==> config.mk <==
export PLATFORM = sky130hd
export DESIGN_NAME = poly_horner_eval_flat
export DESIGN_NICKNAME = d
export VERILOG_FILES = /design/src/rtl/poly_horner_eval_if.sv /design/src/rtl/poly_horner_eval.sv /design/src/flat_wrapper.sv
export SDC_FILE = /design/constraint.sdc
export NUM_CORES = 1
export LEC_CHECK = 0
export CAP_MARGIN = 20
export CORE_AREA = 3 3 217 166
export CTS_BUF_LIST = sky130_fd_sc_hd__clkbuf_4
export CTS_CLUSTER_SIZE = 8
export DETAILED_ROUTE_END_ITERATION = 10
export DIE_AREA = 0 0 220 169
export DONT_BUFFER_PORTS = 1
export HOLD_SLACK_MARGIN = 0.12
export SETUP_SLACK_MARGIN = 0.15
export SLEW_MARGIN = 0
export SYNTH_ARGS = -nofsm -noshare
export SYNTH_HDL_FRONTEND = slang
export SYNTH_SLANG_ARGS = --single-unit
==> constraint.sdc <==
create_clock -name clk -period 7.8 [get_ports clk]
set_clock_uncertainty 0.2 [all_clocks]
set_input_delay 1.56 -clock clk [delete_from_list [all_inputs] [get_ports clk]]
set_output_delay 1.56 -clock clk [all_outputs]
set_load 0.01 [all_outputs]
==> src/rtl/poly_horner_eval_if.sv <==
// Handshake and coefficient bus for poly_horner_eval.
// master: sequencer drives start/x/coef; slave: evaluator returns status/result.
interface poly_horner_eval_if #(
  parameter int W   = 16,
  parameter int DEG = 2,
  parameter int AW  = $clog2(DEG + 1)
);
  logic          inicio;
  logic [W-1:0]  x;
  logic          coef_we;
  logic [AW-1:0] coef_addr;
  logic [W-1:0]  coef_data;
  logic          ocupado;
  logic          pronto;
  logic [W-1:0]  resultado;
  logic          overflow;

  modport master (
    output inicio, x, coef_we, coef_addr, coef_data,
    input  ocupado, pronto, resultado, overflow
  );

  modport slave (
    input  inicio, x, coef_we, coef_addr, coef_data,
    output ocupado, pronto, resultado, overflow
  );
endinterface

==> src/rtl/poly_horner_eval.sv <==
// Horner evaluator: one multiply-add per clock, coefficient bank, sticky overflow.
// Ports: clk, rst (async active-low), bus (poly_horner_eval_if.slave).
module poly_horner_eval #(
  parameter  int W   = 16,
  parameter  int DEG = 2,
  localparam int AW  = $clog2(DEG + 1)
) (
  input  logic                 clk,
  input  logic                 rst,
  poly_horner_eval_if.slave    bus
);

  localparam logic [1:0] S_IDLE = 2'd0;
  localparam logic [1:0] S_STEP = 2'd1;
  localparam logic [1:0] S_DONE = 2'd2;

  logic [1:0]    state_q, state_d;
  logic [W-1:0]  acc_q, acc_d;
  logic [W-1:0]  xr_q, xr_d;
  logic [AW-1:0] cnt_q, cnt_d;
  logic          ovf_q, ovf_d;
  logic          busy_q, busy_d;
  logic          done_q, done_d;
  logic [W-1:0]  res_q, res_d;
  logic [W-1:0]  coef_q [0:DEG];
  logic [W-1:0]  coef_d [0:DEG];

  logic [AW-1:0] idx;
  logic [W-1:0]  cur_coef;
  logic [2*W:0]  mac;
  logic          addr_ok;

  assign idx      = cnt_q - AW'(1);
  assign cur_coef = coef_q[idx];
  // Full-width MAC; bits above W flag overflow.
  assign mac = {{(W+1){1'b0}}, acc_q}
             * {{(W+1){1'b0}}, xr_q}
             + {{(W+1){1'b0}}, cur_coef};
  assign addr_ok = int'(bus.coef_addr) <= DEG;

  always_comb begin
    state_d = state_q;
    acc_d   = acc_q;
    xr_d    = xr_q;
    cnt_d   = cnt_q;
    ovf_d   = ovf_q;
    busy_d  = busy_q;
    done_d  = 1'b0;
    res_d   = res_q;
    coef_d  = coef_q;
    unique case (1'b1)
      (state_q == S_IDLE): begin
        if (bus.inicio) begin
          xr_d    = bus.x;
          acc_d   = coef_q[DEG];
          cnt_d   = AW'(DEG);
          ovf_d   = 1'b0;
          busy_d  = 1'b1;
          state_d = S_STEP;
        end else if (bus.coef_we && addr_ok) begin
          coef_d[bus.coef_addr] = bus.coef_data;
        end
      end
      (state_q == S_STEP): begin
        acc_d = mac[W-1:0];
        if (|mac[2*W:W]) ovf_d = 1'b1;
        cnt_d = cnt_q - AW'(1);
        if (cnt_q == AW'(1)) state_d = S_DONE;
      end
      (state_q == S_DONE): begin
        res_d   = acc_q;
        done_d  = 1'b1;
        busy_d  = 1'b0;
        state_d = S_IDLE;
      end
      default: state_d = S_IDLE;
    endcase
  end

  always_ff @(posedge clk or negedge rst) begin
    if (!rst) begin
      state_q <= S_IDLE;
      acc_q   <= '0;
      xr_q    <= '0;
      cnt_q   <= '0;
      ovf_q   <= 1'b0;
      busy_q  <= 1'b0;
      done_q  <= 1'b0;
      res_q   <= '0;
      for (int i = 0; i <= DEG; i++) coef_q[i] <= '0;
    end else begin
      state_q <= state_d;
      acc_q   <= acc_d;
      xr_q    <= xr_d;
      cnt_q   <= cnt_d;
      ovf_q   <= ovf_d;
      busy_q  <= busy_d;
      done_q  <= done_d;
      res_q   <= res_d;
      for (int i = 0; i <= DEG; i++) coef_q[i] <= coef_d[i];
    end
  end

  assign bus.ocupado   = busy_q;
  assign bus.pronto    = done_q;
  assign bus.resultado = res_q;
  assign bus.overflow  = ovf_q;

endmodule

==> src/flat_wrapper.sv <==
// flat-port wrapper written by rule: the top's interface ports become plain ports
module poly_horner_eval_flat 
#(
  parameter  int W   = 16,
  parameter  int DEG = 2,
  localparam int AW  = $clog2(DEG + 1)
)
  (clk, rst, bus_inicio, bus_x, bus_coef_we, bus_coef_addr, bus_coef_data, bus_ocupado, bus_pronto, bus_resultado, bus_overflow);
  poly_horner_eval_if #(.W(W), .DEG(DEG)) bus_i ();
  input  logic clk;
  input  logic rst;
  input wire logic [$bits(bus_i.inicio)-1:0] bus_inicio;
  input wire logic [$bits(bus_i.x)-1:0] bus_x;
  input wire logic [$bits(bus_i.coef_we)-1:0] bus_coef_we;
  input wire logic [$bits(bus_i.coef_addr)-1:0] bus_coef_addr;
  input wire logic [$bits(bus_i.coef_data)-1:0] bus_coef_data;
  output wire logic [$bits(bus_i.ocupado)-1:0] bus_ocupado;
  output wire logic [$bits(bus_i.pronto)-1:0] bus_pronto;
  output wire logic [$bits(bus_i.resultado)-1:0] bus_resultado;
  output wire logic [$bits(bus_i.overflow)-1:0] bus_overflow;
  assign bus_i.inicio = bus_inicio;
  assign bus_i.x = bus_x;
  assign bus_i.coef_we = bus_coef_we;
  assign bus_i.coef_addr = bus_coef_addr;
  assign bus_i.coef_data = bus_coef_data;
  assign bus_ocupado = bus_i.ocupado;
  assign bus_pronto = bus_i.pronto;
  assign bus_resultado = bus_i.resultado;
  assign bus_overflow = bus_i.overflow;
  poly_horner_eval #(.W(W), .DEG(DEG)) u_core (.clk(clk), .rst(rst), .bus(bus_i));
endmodule
# After elaboration in Yosys (flattened, before gate mapping)
# Index checks and enable logic that the tools add are counted.
[op_classes]
addsub = 2
n_mul = 1
n_div = 0
n_lt_le_gt_ge = 4
eq_ne = 6
n_shift = 0
mux = 19
n_bitwise = 3
n_reduce_logical = 12
[op_table]
columns = ["operator", "count"]
rows = [
  ["16-bit 2-to-1 mux", 4],
  ["48-bit bitwise mux", 1],
  ["32-bit by 16-bit adder with 33-bit output", 1],
  ["16-bit binary-select mux with 2-bit select", 1],
  ["16-bit demux with 2-bit select", 1],
  ["16-bit by 16-bit multiplier with 32-bit output", 1],
  ["16-bit one-hot mux with 2 select lines", 1],
  ["17-bit OR reduction", 1],
  ["2-bit one-hot mux with 2 select lines", 2],
  ["2-bit AND reduction", 4],
  ["3-bit >= comparator, second input constant", 2],
  ["2-bit 2-to-1 mux", 3],
  ["2-bit != test, second input constant", 3],
  ["2-bit inverter with 3-bit output", 2],
  ["3-bit AND reduction", 2],
  ["2-bit by 1-bit == test with 1-bit output, second input constant", 2],
  ["1-bit 2-to-1 mux", 4],
  ["1-bit one-hot mux with 2 select lines", 2],
  ["2-bit nonzero test", 2],
  ["3-bit by 1-bit < comparator with 1-bit output, second input constant", 1],
  ["2-bit == test, second input constant", 1],
  ["2-bit <= comparator, second input constant", 1],
  ["1-bit logical AND", 2],
  ["2-bit logical NOT", 1],
  ["other kinds (2)", 2],
]
[word_totals]
ff_bits = 103
latchBits = 0
ramBits = 0
romBits = 0
input_bits = 38
output_inout_bits = 19
word_cells = 58
n_memories = 0

# Depth between registers and ports, before layout
# Gate-level depths: netlist of the first run.
[logic_depth]
depth_word = 9
depth_mapped = 25
depth_no_buf = 23

# Worst setup path before layout of the first run
# OpenSTA, ideal clock, no wires.
[synth_timing]
kind = "flip-flop to flip-flop"
from = "register u_core.acc_q[8]"
to = "register u_core.ovf_q, in the netlist u_core.bus.overflow"
setup_time_ns = 0.139
arrival_ns = 6.146
required_ns = 7.461
setup_slack_ns = 1.315
stages_incl_launch_ff = 22
path_buffers = 2
period_less_slack_ns = 6.485
cell_sequence = "dfrtp_1 -> clkbuf_1 -> clkbuf_1 -> nand2_1 -> fa_1 -> inv_1 -> fa_1 -> fa_1 -> fa_1 -> fa_1 -> inv_1 -> fa_1 -> inv_1 -> ha_1 -> and3_2 -> a31o_2 -> nor3_1 -> nor3_1 -> mux2i_1 -> or4_1 -> nor4_1 -> a32oi_1"
[synth_between]
elab_chain_cells = 5
[synth_rtl]
columns = ["element", "line", "rtl"]
rows = [
  ["start: declaration", "poly_horner_eval.sv:18", "logic [W-1:0] acc_q, acc_d;"],
  ["start signal: assignment", "poly_horner_eval.sv:83", "acc_q <= '0;"],
  ["start signal: assignment", "poly_horner_eval.sv:93", "acc_q <= acc_d;"],
  ["16-bit by 16-bit multiplier with 32-bit output", "poly_horner_eval.sv:37", "* {{(W+1){1'b0}}, xr_q}"],
  ["32-bit by 16-bit adder with 33-bit output", "poly_horner_eval.sv:38", "+ {{(W+1){1'b0}}, cur_coef};"],
  ["17-bit OR reduction", "poly_horner_eval.sv:66", "if (|mac[2*W:W]) ovf_d = 1'b1;"],
  ["2-bit != test (no line)", "n/a", ""],
  ["3-bit AND reduction (no line)", "n/a", ""],
  ["end signal: assignment", "poly_horner_eval.sv:96", "ovf_q <= ovf_d;"],
  ["end: declaration", "poly_horner_eval.sv:21", "logic ovf_q, ovf_d;"],
]
# No other way between the ends.
# A chain may end at the register's enable or synchronous reset.

# Final worst setup path of the first run
[layout_timing]
from = "register u_core.acc_q[12]"
to = "register u_core.ovf_q, in the netlist u_core.bus.overflow"
# Same word-level chain as after synthesis.

==> summary.md, run 1 <==
| Metric | Value |
|---|---|
| Run status | completed |
| Overflow after GRT | 0 |
| CP delay by family, top | adder cells |
| Leading cell type in the layout, fill and taps excluded | inv_1 |
| Crit path buf inv count | 4 |
| Critical path cell sequence | and2_1, fa_1, inv_1, fa_1, inv_1, fa_1, fa_1, fa_1, inv_1, fa_1, inv_1, ha_1, and4_1, a221o_1, a31o_4, a211oi_1, o311a_1, or4_1, nor4_1, a32oi_1 |
| Die H | 169 um |
| Final Hold Viols | 0 |
| Post-place setup slack | 0.708 ns |
| Top-area cell type share of the netlist area | 31.1% |
| Placed cells | 1,807 |
| Area of the multi-input gates | 0.00981 mm^2 |
| First-pass GRT wire length | 60,900 um |
| Synth area leader | fa_1 |
| CP Capture Type | register |
| Hold_sp | u_core.coef_q[21] |
| Setup TNS | 0 ns |
| Critical Path Source Type | register |
| Syn Area/Cell | 9.72 um^2 |
| Slew margin rel. | 28.9% |
| Clk sinks | 103 |
| Launching point of the worst reg2reg path | u_core.acc_q[12] |
| CTS tree | yes |
| Fill cells | 3,395 |
| Flip-flop and latch area | 0.00258 mm^2 |
| CP max stage cell | dfrtp_1 |
| Worst Path Max Fanout | 18 |
| Largest family of logic cells by synthesized area | adder cells |
| DIE AREA | 0.0372 mm^2 |
| DR DRC count | 0 |
| Worst Setup Path Type | reg -> reg |
| Cts bufs inserted | 9 |
| Global placement routability congestion | 0.880 |
| DIE WIDTH | 220 um |
| WP data arrival | 7.38 ns |
| Final Max Slew Viols | 0 |
| Post-Synth Simple-Gate Area | 13.7% |
| Asr flop ratio synth | 100% |
| RSZ-0062 raised after global routing | false |
| R2R setup slack | 0.63 ns |
| Post-synth EDFFs | 0 |
| DR vias | 9,650 |
| Maximum clock path buffer count | 2 |
| DRT Pass-1 Iters | 5 |
| Reg2reg end | u_core.bus.overflow |
| Clock Latency Late Sink | 0.51 ns |
| Initial antenna violation count | 2 |
| Routed length per placed instance | 20.8 um |
| CORE AREA | 0.0343 mm^2 |
| Most used cell, CP | fa_1 |
| Slew @ Worst Pin | 1.06 ns |
| Antenna viol nets, final | 0 |
| CTS H-tree depth | 3 |
| Final Non-Filler Cells | 1,825 |
| Root Buffer | clkbuf_4 |
| Synthesized cell area | 0.0136 mm^2 |
| Synth Net Count | 1,756 |
| Share of layout cells above drive strength 1 | 10.5% |
| Post-synthesis mux area share | 8.35% |
| Fraction of the mapped netlist area in compound gates | 7.89% |
| Layout area overhead | 4.53% |
| Starting Density | 39.6% |
| Floorplan row count | 59 |
| Register bit total from synthesis | 103 |
| Most frequent cells in the layout | inv_1 (250), fa_1 (211), nand2_1 (172), and2_1 (129), ha_1 (111) |
| Hold Path Depth | 1 |
| Fin worst setup slack | 0.634 ns |
| Post-Synth XOR/XNOR Area | 0.969% |
| Post-CTS setup repair buffer count | 0 |
| IO buf count | 0 |
| Clk pin slew, worst setup/hold paths | 0.20 ns |
| Largest net degree at the start of global routing | 104 |
| Max_cap viols | 0 |
| Nets | 1,721 |
| Synthesized netlist cell count | 1,396 |
| HPWL Detailed | 30,200 um |
| Post-layout minimum cycle time | 7.17 ns |
| Cell variety after synth | 58 |
| Hold EP | u_core.coef_q[21] |
| Syn. warnings | 0 |
| Final setup vio count | 0 |
| Hold_buf cts | 0 |
| Iteration-0 DRC Markers | 902 |
| Gates resized, CTS repair | 0 |
| I/O Pins | 57 |
| Hold/Removal Path Class | reg -> reg |
| Vias per Instance | 5.29 |
| Ys flop type | dfrtp_1 |
| Vias in the first global route | 10,100 |
| DRT Wirelength | 37,900 um |
| FMAX | 0.140 GHz |
| Worst R2R Path Depth | 20 |
| Req. time, crit path | 8.01 ns |
| Post-Synth Adder-Cell Area | 41.4% |
| Period Utilization, post-route | 91.9% |
| Crit path largest cell delay | 0.75 ns |
| Post-synthesis sequential area ratio | 19.0% |
| Total routing usage reported by global routing | 21.3% |
| Finished Core Util | 41.4% |
| Synth top area cells | fa_1 (31%), dfrtp_1 (19%), ha_1 (10%) |
## kinds of logic after synthesis
| kind of cell | Yosys count |
|---|---|
| and+or+nand+nor | 380 |
| AOI/OAI and AO/OA | 161 |
| muxes | 101 |
| DFF | 103 |
| buffers and inverters | 314 |
| xor gates and xnor gates | 15 |
| adders and majority gates | 322 |
## cells in the mapped netlist (2+ instances only)
cell type and instances:
nand3_1 12, a22o_1 3, buf_2 4, and3_1 6
dfrtp_1 103, a21o_1 14, a211oi_1 3, mux2_2 97
inv_1 250, or2_2 2, a32oi_1 4, a21bo_2 2
fa_1 211, nor4_1 2, o21a_1 4, o2bb2ai_1 2
nor2_1 31, nand4_1 6, nand2_1 172, xor2_1 3
and2_1 129, xnor2_1 12, a21oi_1 38, a31oi_1 4
a21boi_0 2, clkbuf_1 58, a22oi_1 24, nor3_1 5
ha_1 111, nand2b_1 9, mux2i_1 4, and4_1 2
o21ai_0 41, o221ai_1 2
## flip-flops by register name, summed over array words and instances, names as in the netlist
register / count
u_core.state_q: 2
u_core.cnt_q: 2
u_core.bus.resultado: 16
u_core.bus.ocupado: 1
u_core.acc_q: 16
u_core.bus.overflow: 1
u_core.xr_q: 16
u_core.coef_q: 48
u_core.bus.pronto: 1
## worst max path at each step
stage / cells past startpoint / end / start
floorplan: 21 / u_core.bus.overflow / u_core.acc_q[8]
global placement: 20 / u_core.bus.overflow / u_core.acc_q[12]
detailed placement: 20 / u_core.bus.overflow / u_core.acc_q[12]
CTS: 20 / u_core.bus.overflow / u_core.acc_q[12]
global route: 21 / u_core.bus.overflow / u_core.acc_q[12]
finish: 20 / u_core.bus.overflow / u_core.acc_q[12]
## layout make-up
type / count / share of cell area [%]
diodes: 2 / 0.0353
clock buffers: 9 / 0.477
clock inverters: 7 / 0.459
inverters: 251 / 6.65
multi-input cells: 979 / 69.2
flip-flops and latches: 103 / 18.2
well taps: 457 / 4.03
repair buffers: 17 / 0.953
## worst reg2reg max path: stages, from the launching register on
cell and delay [ns]:
dfrtp_1 0.75, and2_1 0.36, fa_1 0.54, inv_1 0.06, fa_1 0.53, inv_1 0.05, fa_1 0.48, fa_1 0.55
fa_1 0.51, inv_1 0.06, fa_1 0.48, inv_1 0.04, ha_1 0.39, and4_1 0.33, a221o_1 0.22, a31o_4 0.17
a211oi_1 0.10, o311a_1 0.31, or4_1 0.51, nor4_1 0.28, a32oi_1 0.13
## per-stage QoR
stage / hold slack [ns] / area (um^2)
after floorplan: 0.277 / 13600
after global placement: 0.286 / 14000
after detailed placement: 0.294 / 14000
after CTS: 0.335 / 14200
after global routing: 0.352 / 14200
final: 0.332 / 14200
## metal layers
layer / vias to the layer above / share of wire, % / global-route usage (%)
met1: 4914 / 48 / 33.2
met4: 0 / 0.82 / 2.85
met2: 374 / 41 / 29.3
met3: 20 / 10 / 6.73
met5: - / 0 / 0
li1: 4342 / - / -
Power of run 1 is left out: the tool's default activity adds up to more than one toggle a clock period on the data nets, which glitch-free logic cannot reach.
==> run 2: changes to the inputs <==
Settings changed: CORE_AREA 3 3 217 166 to 2 2 154 231, DIE_AREA 0 0 220 169 to 0 0 156 233.
==> summary.md, run 2 (synthesis gave the netlist of run 1 again) <==
| Metric | Value |
|---|---|
| Post-layout minimum cycle time | 7.23 ns |
| Floorplan row count | 83 |
| CTS H-tree depth | 3 |
| Final Hold Viols | 0 |
| Critical Path Source Type | register |
| Initial antenna violation count | 3 |
| DIE AREA | 0.0363 mm^2 |
| Slew margin rel. | 31.5% |
| Overflow after GRT | 0 |
| CTS tree | yes |
| Critical path cell sequence | nand2_1, fa_1, inv_1, fa_1, fa_1, fa_1, fa_1, inv_1, fa_1, inv_1, ha_1, and3_2, a31o_2, nor3_1, nor3_1, mux2i_1, or4_1, nor4_1, a32oi_1 |
| IO buf count | 0 |
| Vias in the first global route | 11,300 |
| Antenna viol nets, final | 0 |
| Share of layout cells above drive strength 1 | 10.5% |
| Starting Density | 39.7% |
| Period Utilization, post-route | 92.6% |
| Crit path largest cell delay | 1.04 ns |
| CP max stage cell | dfrtp_1 |
| Final setup vio count | 0 |
| Layout area overhead | 4.40% |
| DIE WIDTH | 156 um |
| Hold_buf cts | 0 |
| Most frequent cells in the layout | inv_1 (250), fa_1 (211), nand2_1 (172), and2_1 (129), ha_1 (111) |
| Worst Path Max Fanout | 18 |
| DRT Wirelength | 39,600 um |
| DR DRC count | 0 |
| Gates resized, CTS repair | 0 |
| Post-CTS setup repair buffer count | 0 |
| Run status | completed |
| Die H | 233 um |
| Routed length per placed instance | 22.1 um |
| Worst Setup Path Type | reg -> reg |
| Hold/Removal Path Class | reg -> reg |
| DR vias | 9,913 |
| DRT Pass-1 Iters | 5 |
| Max_cap viols | 0 |
| FMAX | 0.138 GHz |
| Nets | 1,723 |
| Top reg by flops | u_core.coef_q |
| CP delay by family, top | adder cells |
| Crit path buf inv count | 3 |
| Leading cell type in the layout, fill and taps excluded | inv_1 |
| Total routing usage reported by global routing | 23.2% |
| Iteration-0 DRC Markers | 649 |
| Most used cell, CP | fa_1 |
| HPWL Detailed | 31,700 um |
| Fill cells | 3,340 |
| Finished Core Util | 41.4% |
| Vias per Instance | 5.52 |
| CORE AREA | 0.0342 mm^2 |
| Clock Latency Late Sink | 0.55 ns |
| Clk pin slew, worst setup/hold paths | 0.20 ns |
| Max reg flops | 48 |
| Final Max Slew Viols | 0 |
| Largest net degree at the start of global routing | 104 |
| Cts bufs inserted | 9 |
| RSZ-0062 raised after global routing | false |
| Setup TNS | 0 ns |
| Clk sinks | 103 |
| Root Buffer | clkbuf_4 |
| Req. time, crit path | 8.05 ns |
| WP data arrival | 7.47 ns |
| Slew @ Worst Pin | 1.02 ns |
| I/O Pins | 57 |
| First-pass GRT wire length | 63,500 um |
| Maximum clock path buffer count | 2 |
| CP Capture Type | register |
| Global placement routability congestion | 0.946 |
## run 2: final timing paths
path	startpoint	endpoint	slack, ns	cells after the start
hold reg to reg	u_core.coef_q[46]	u_core.coef_q[46]	0.33	1
max in group asynchronous	rst	u_core.coef_q[44]	6.71	0
setup / recovery	u_core.acc_q[6]	u_core.bus.overflow	0.57	19
setup reg to reg	u_core.acc_q[6]	u_core.bus.overflow	0.57	19
hold / removal	u_core.coef_q[46]	u_core.coef_q[46]	0.33	1
min in group asynchronous	rst	u_core.bus.ocupado	0.46	0
## run 2: per-stage QoR
stage / std cells / cell area, um^2 / hold slack, ns / worst slack (ns)
2_1_floorplan: 1396 / 13600 / 0.277 / 1.31
4_1_cts: 1793 / 14200 / 0.330 / 0.596
3_3_place_gp: 1777 / 14000 / 0.286 / 0.664
3_5_place_dp: 1777 / 14000 / 0.293 / 0.560
6_report: 1795 / 14200 / 0.327 / 0.574
5_1_grt: 1795 / 14200 / 0.338 / 0.164
## run 2: worst register-to-register path, cell delays in order (launching register included)
cell     delay (ns)
dfrtp_1        1.04
nand2_1        0.18
fa_1           0.54
inv_1          0.05
fa_1           0.49
fa_1           0.59
fa_1           0.46
fa_1           0.51
inv_1          0.05
fa_1           0.49
inv_1          0.05
ha_1           0.38
and3_2         0.31
a31o_2         0.25
nor3_1         0.35
nor3_1         0.13
mux2i_1        0.13
or4_1          0.50
nor4_1         0.32
a32oi_1        0.14
## run 2: layout make-up
cell class	count	area, um^2	share of cell area (%)
sequential	103	2580	18.2
clock inverter	7	86.3	0.610
inverter	251	942	6.65
tap	425	532	3.76
timing repair buffer	19	143	1.01
antenna	2	5.00	0.0353
multi-input combinational	979	9810	69.3
clock buffer	9	67.6	0.477
## run 2: routing by layer
layer	GRT usage [%]	vias up	share of wire (%)
met5	0	-	0
met4	14.0	0	6.7
met3	2.81	116	3.7
met2	45.2	302	56
met1	23.2	5158	34
li1	-	4337	-
Power of run 2 is left out for the same reason.
==> run 3: changes to the inputs <==
Settings changed: GPL_TIMING_DRIVEN set to 0.
==> summary.md, run 3 (synthesis gave the netlist of run 1 again) <==
| Metric | Value |
|---|---|
| Run status | completed |
| I/O Pins | 57 |
| RSZ-0062 raised after global routing | false |
| CTS tree | yes |
| Slew margin rel. | 41.8% |
| Setup TNS | 0 ns |
| IO buf count | 0 |
| Cts bufs inserted | 9 |
| Worst Setup Path Type | reg -> reg |
| Share of layout cells above drive strength 1 | 12.6% |
| HPWL Detailed | 32,200 um |
| Overflow after GRT | 0 |
| Fin worst setup slack | 0.354 ns |
| CORE AREA | 0.0342 mm^2 |
| Vias per Instance | 5.39 |
| Final Max Slew Viols | 0 |
| Total routing usage reported by global routing | 21.9% |
| Initial antenna violation count | 2 |
| Critical Path Source Type | register |
| R2R setup slack | 0.35 ns |
| First-pass GRT wire length | 59,600 um |
| DIE WIDTH | 156 um |
| Vias in the first global route | 11,000 |
| Iteration-0 DRC Markers | 442 |
| Top reg by flops | u_core.coef_q |
| CP max stage cell | dfrtp_1 |
| Most frequent cells in the layout | inv_1 (250), fa_1 (211), nand2_1 (172), and2_1 (129), ha_1 (110) |
| Slew @ Worst Pin | 0.869 ns |
| Max_cap viols | 0 |
| Routed length per placed instance | 20.6 um |
| DR vias | 9,920 |
| DRT Wirelength | 37,800 um |
| Max reg flops | 48 |
| CP delay by family, top | adder cells |
| Clk sinks | 103 |
| Antenna viol nets, final | 0 |
| Global placement routability congestion | 0.941 |
| Nets | 1,769 |
| Period Utilization, post-route | 95.5% |
| Worst Path Max Fanout | 10 |
| Starting Density | 39.7% |
| Largest net degree at the start of global routing | 104 |
| Root Buffer | clkbuf_4 |
| Critical path cell sequence | clkbuf_2, nand2_1, fa_1, fa_1, inv_1, fa_1, fa_1, fa_1, inv_1, fa_1, inv_1, ha_1, nand2_1, nor2_1, and3_1, a22oi_1, a2111oi_2, o21ai_0, mux2i_2, nor4_4, a32oi_1 |
| DIE AREA | 0.0363 mm^2 |
| WP data arrival | 7.69 ns |
| Crit path buf inv count | 4 |
| Final Hold Viols | 0 |
| M1 GR Usage | 22.8% |
| Smallest hold slack | 0.322 ns |
| Leading cell type in the layout, fill and taps excluded | inv_1 |
| Hold_buf cts | 0 |
| Clk pin slew, worst setup/hold paths | 0.20 ns |
| Req. time, crit path | 8.04 ns |
| Floorplan row count | 83 |
| Maximum clock path buffer count | 2 |
| Clock Latency Late Sink | 0.53 ns |
| DR DRC count | 0 |
| Post-layout minimum cycle time | 7.45 ns |
| CTS H-tree depth | 3 |
| Post-place setup slack | -0.689 ns |
| DRT Pass-1 Iters | 5 |
| Layout area overhead | 5.90% |
| Final setup vio count | 0 |
| Busiest grt layer | met2 |
| CP Capture Type | register |
| Crit path largest cell delay | 0.73 ns |
| Met2 Track Usage GR | 40.9% |
| FMAX | 0.134 GHz |
| Most used cell, CP | fa_1 |
| Hold/Removal Path Class | reg -> reg |
| Die H | 233 um |
| Met3 usage | 2.33% |
## run 3: worst reg2reg max path: cells and delay by family (launching register included)
family,cells,cell delay (ns)
AND/OR/NAND/NOR,5,1.01
adder cells (fa/ha/maj),7,3.41
flip-flops,1,0.73
multiplexers,1,0.23
buffers and inverters,4,0.59
AO/OA/AOI/OAI,4,1.22
## run 3: metrics by stage
step	area, um^2	util [%]	cells
2_1_floorplan	13600	-	1396
5_1_grt	14400	42.0	1841
3_5_place_dp	14100	41.3	1821
6_report	14400	42.0	1841
3_3_place_gp	14100	41.3	1821
4_1_cts	14300	41.9	1837
## run 3: what timing repair did
action / CTS / global route
endpoints found under the setup margin: 1 / 1
pin swaps: 0 / 1
buffers inserted: 0 / 1
gates resized for setup: 35 / 23
cloned: 0 / 0
## run 3: routing by layer
metal	vias up	wire length (um)	part of all wire, %
li1	4454	-	-
met1	5060	13500	36
met2	283	20600	54
met3	123	1150	3.0
met4	0	2660	7.0
met5	-	0	0
## run 3: path summary, 6_finish.rpt
path                       cells after the start               from                  end
max                                           21    u_core.acc_q[0]  u_core.bus.overflow
min                                            1  u_core.coef_q[37]    u_core.coef_q[37]
max reg2reg                                   21    u_core.acc_q[0]  u_core.bus.overflow
min reg2reg                                    1  u_core.coef_q[37]    u_core.coef_q[37]
max in group asynchronous                      0                rst    u_core.coef_q[42]
min in group asynchronous                      0                rst    u_core.bus.pronto
## run 3: area by class of cell
class | count | area [um^2]
clock inverter | 7 | 86.3
antenna | 2 | 5.00
multi-input combinational | 979 | 9840
timing repair buffer | 2 | 15.0
fill | 3349 | 19800
buffer | 63 | 285
clock buffer | 9 | 67.6
sequential | 103 | 2590
tap | 425 | 532
inverter | 251 | 942
Power of run 3 is left out for the same reason.
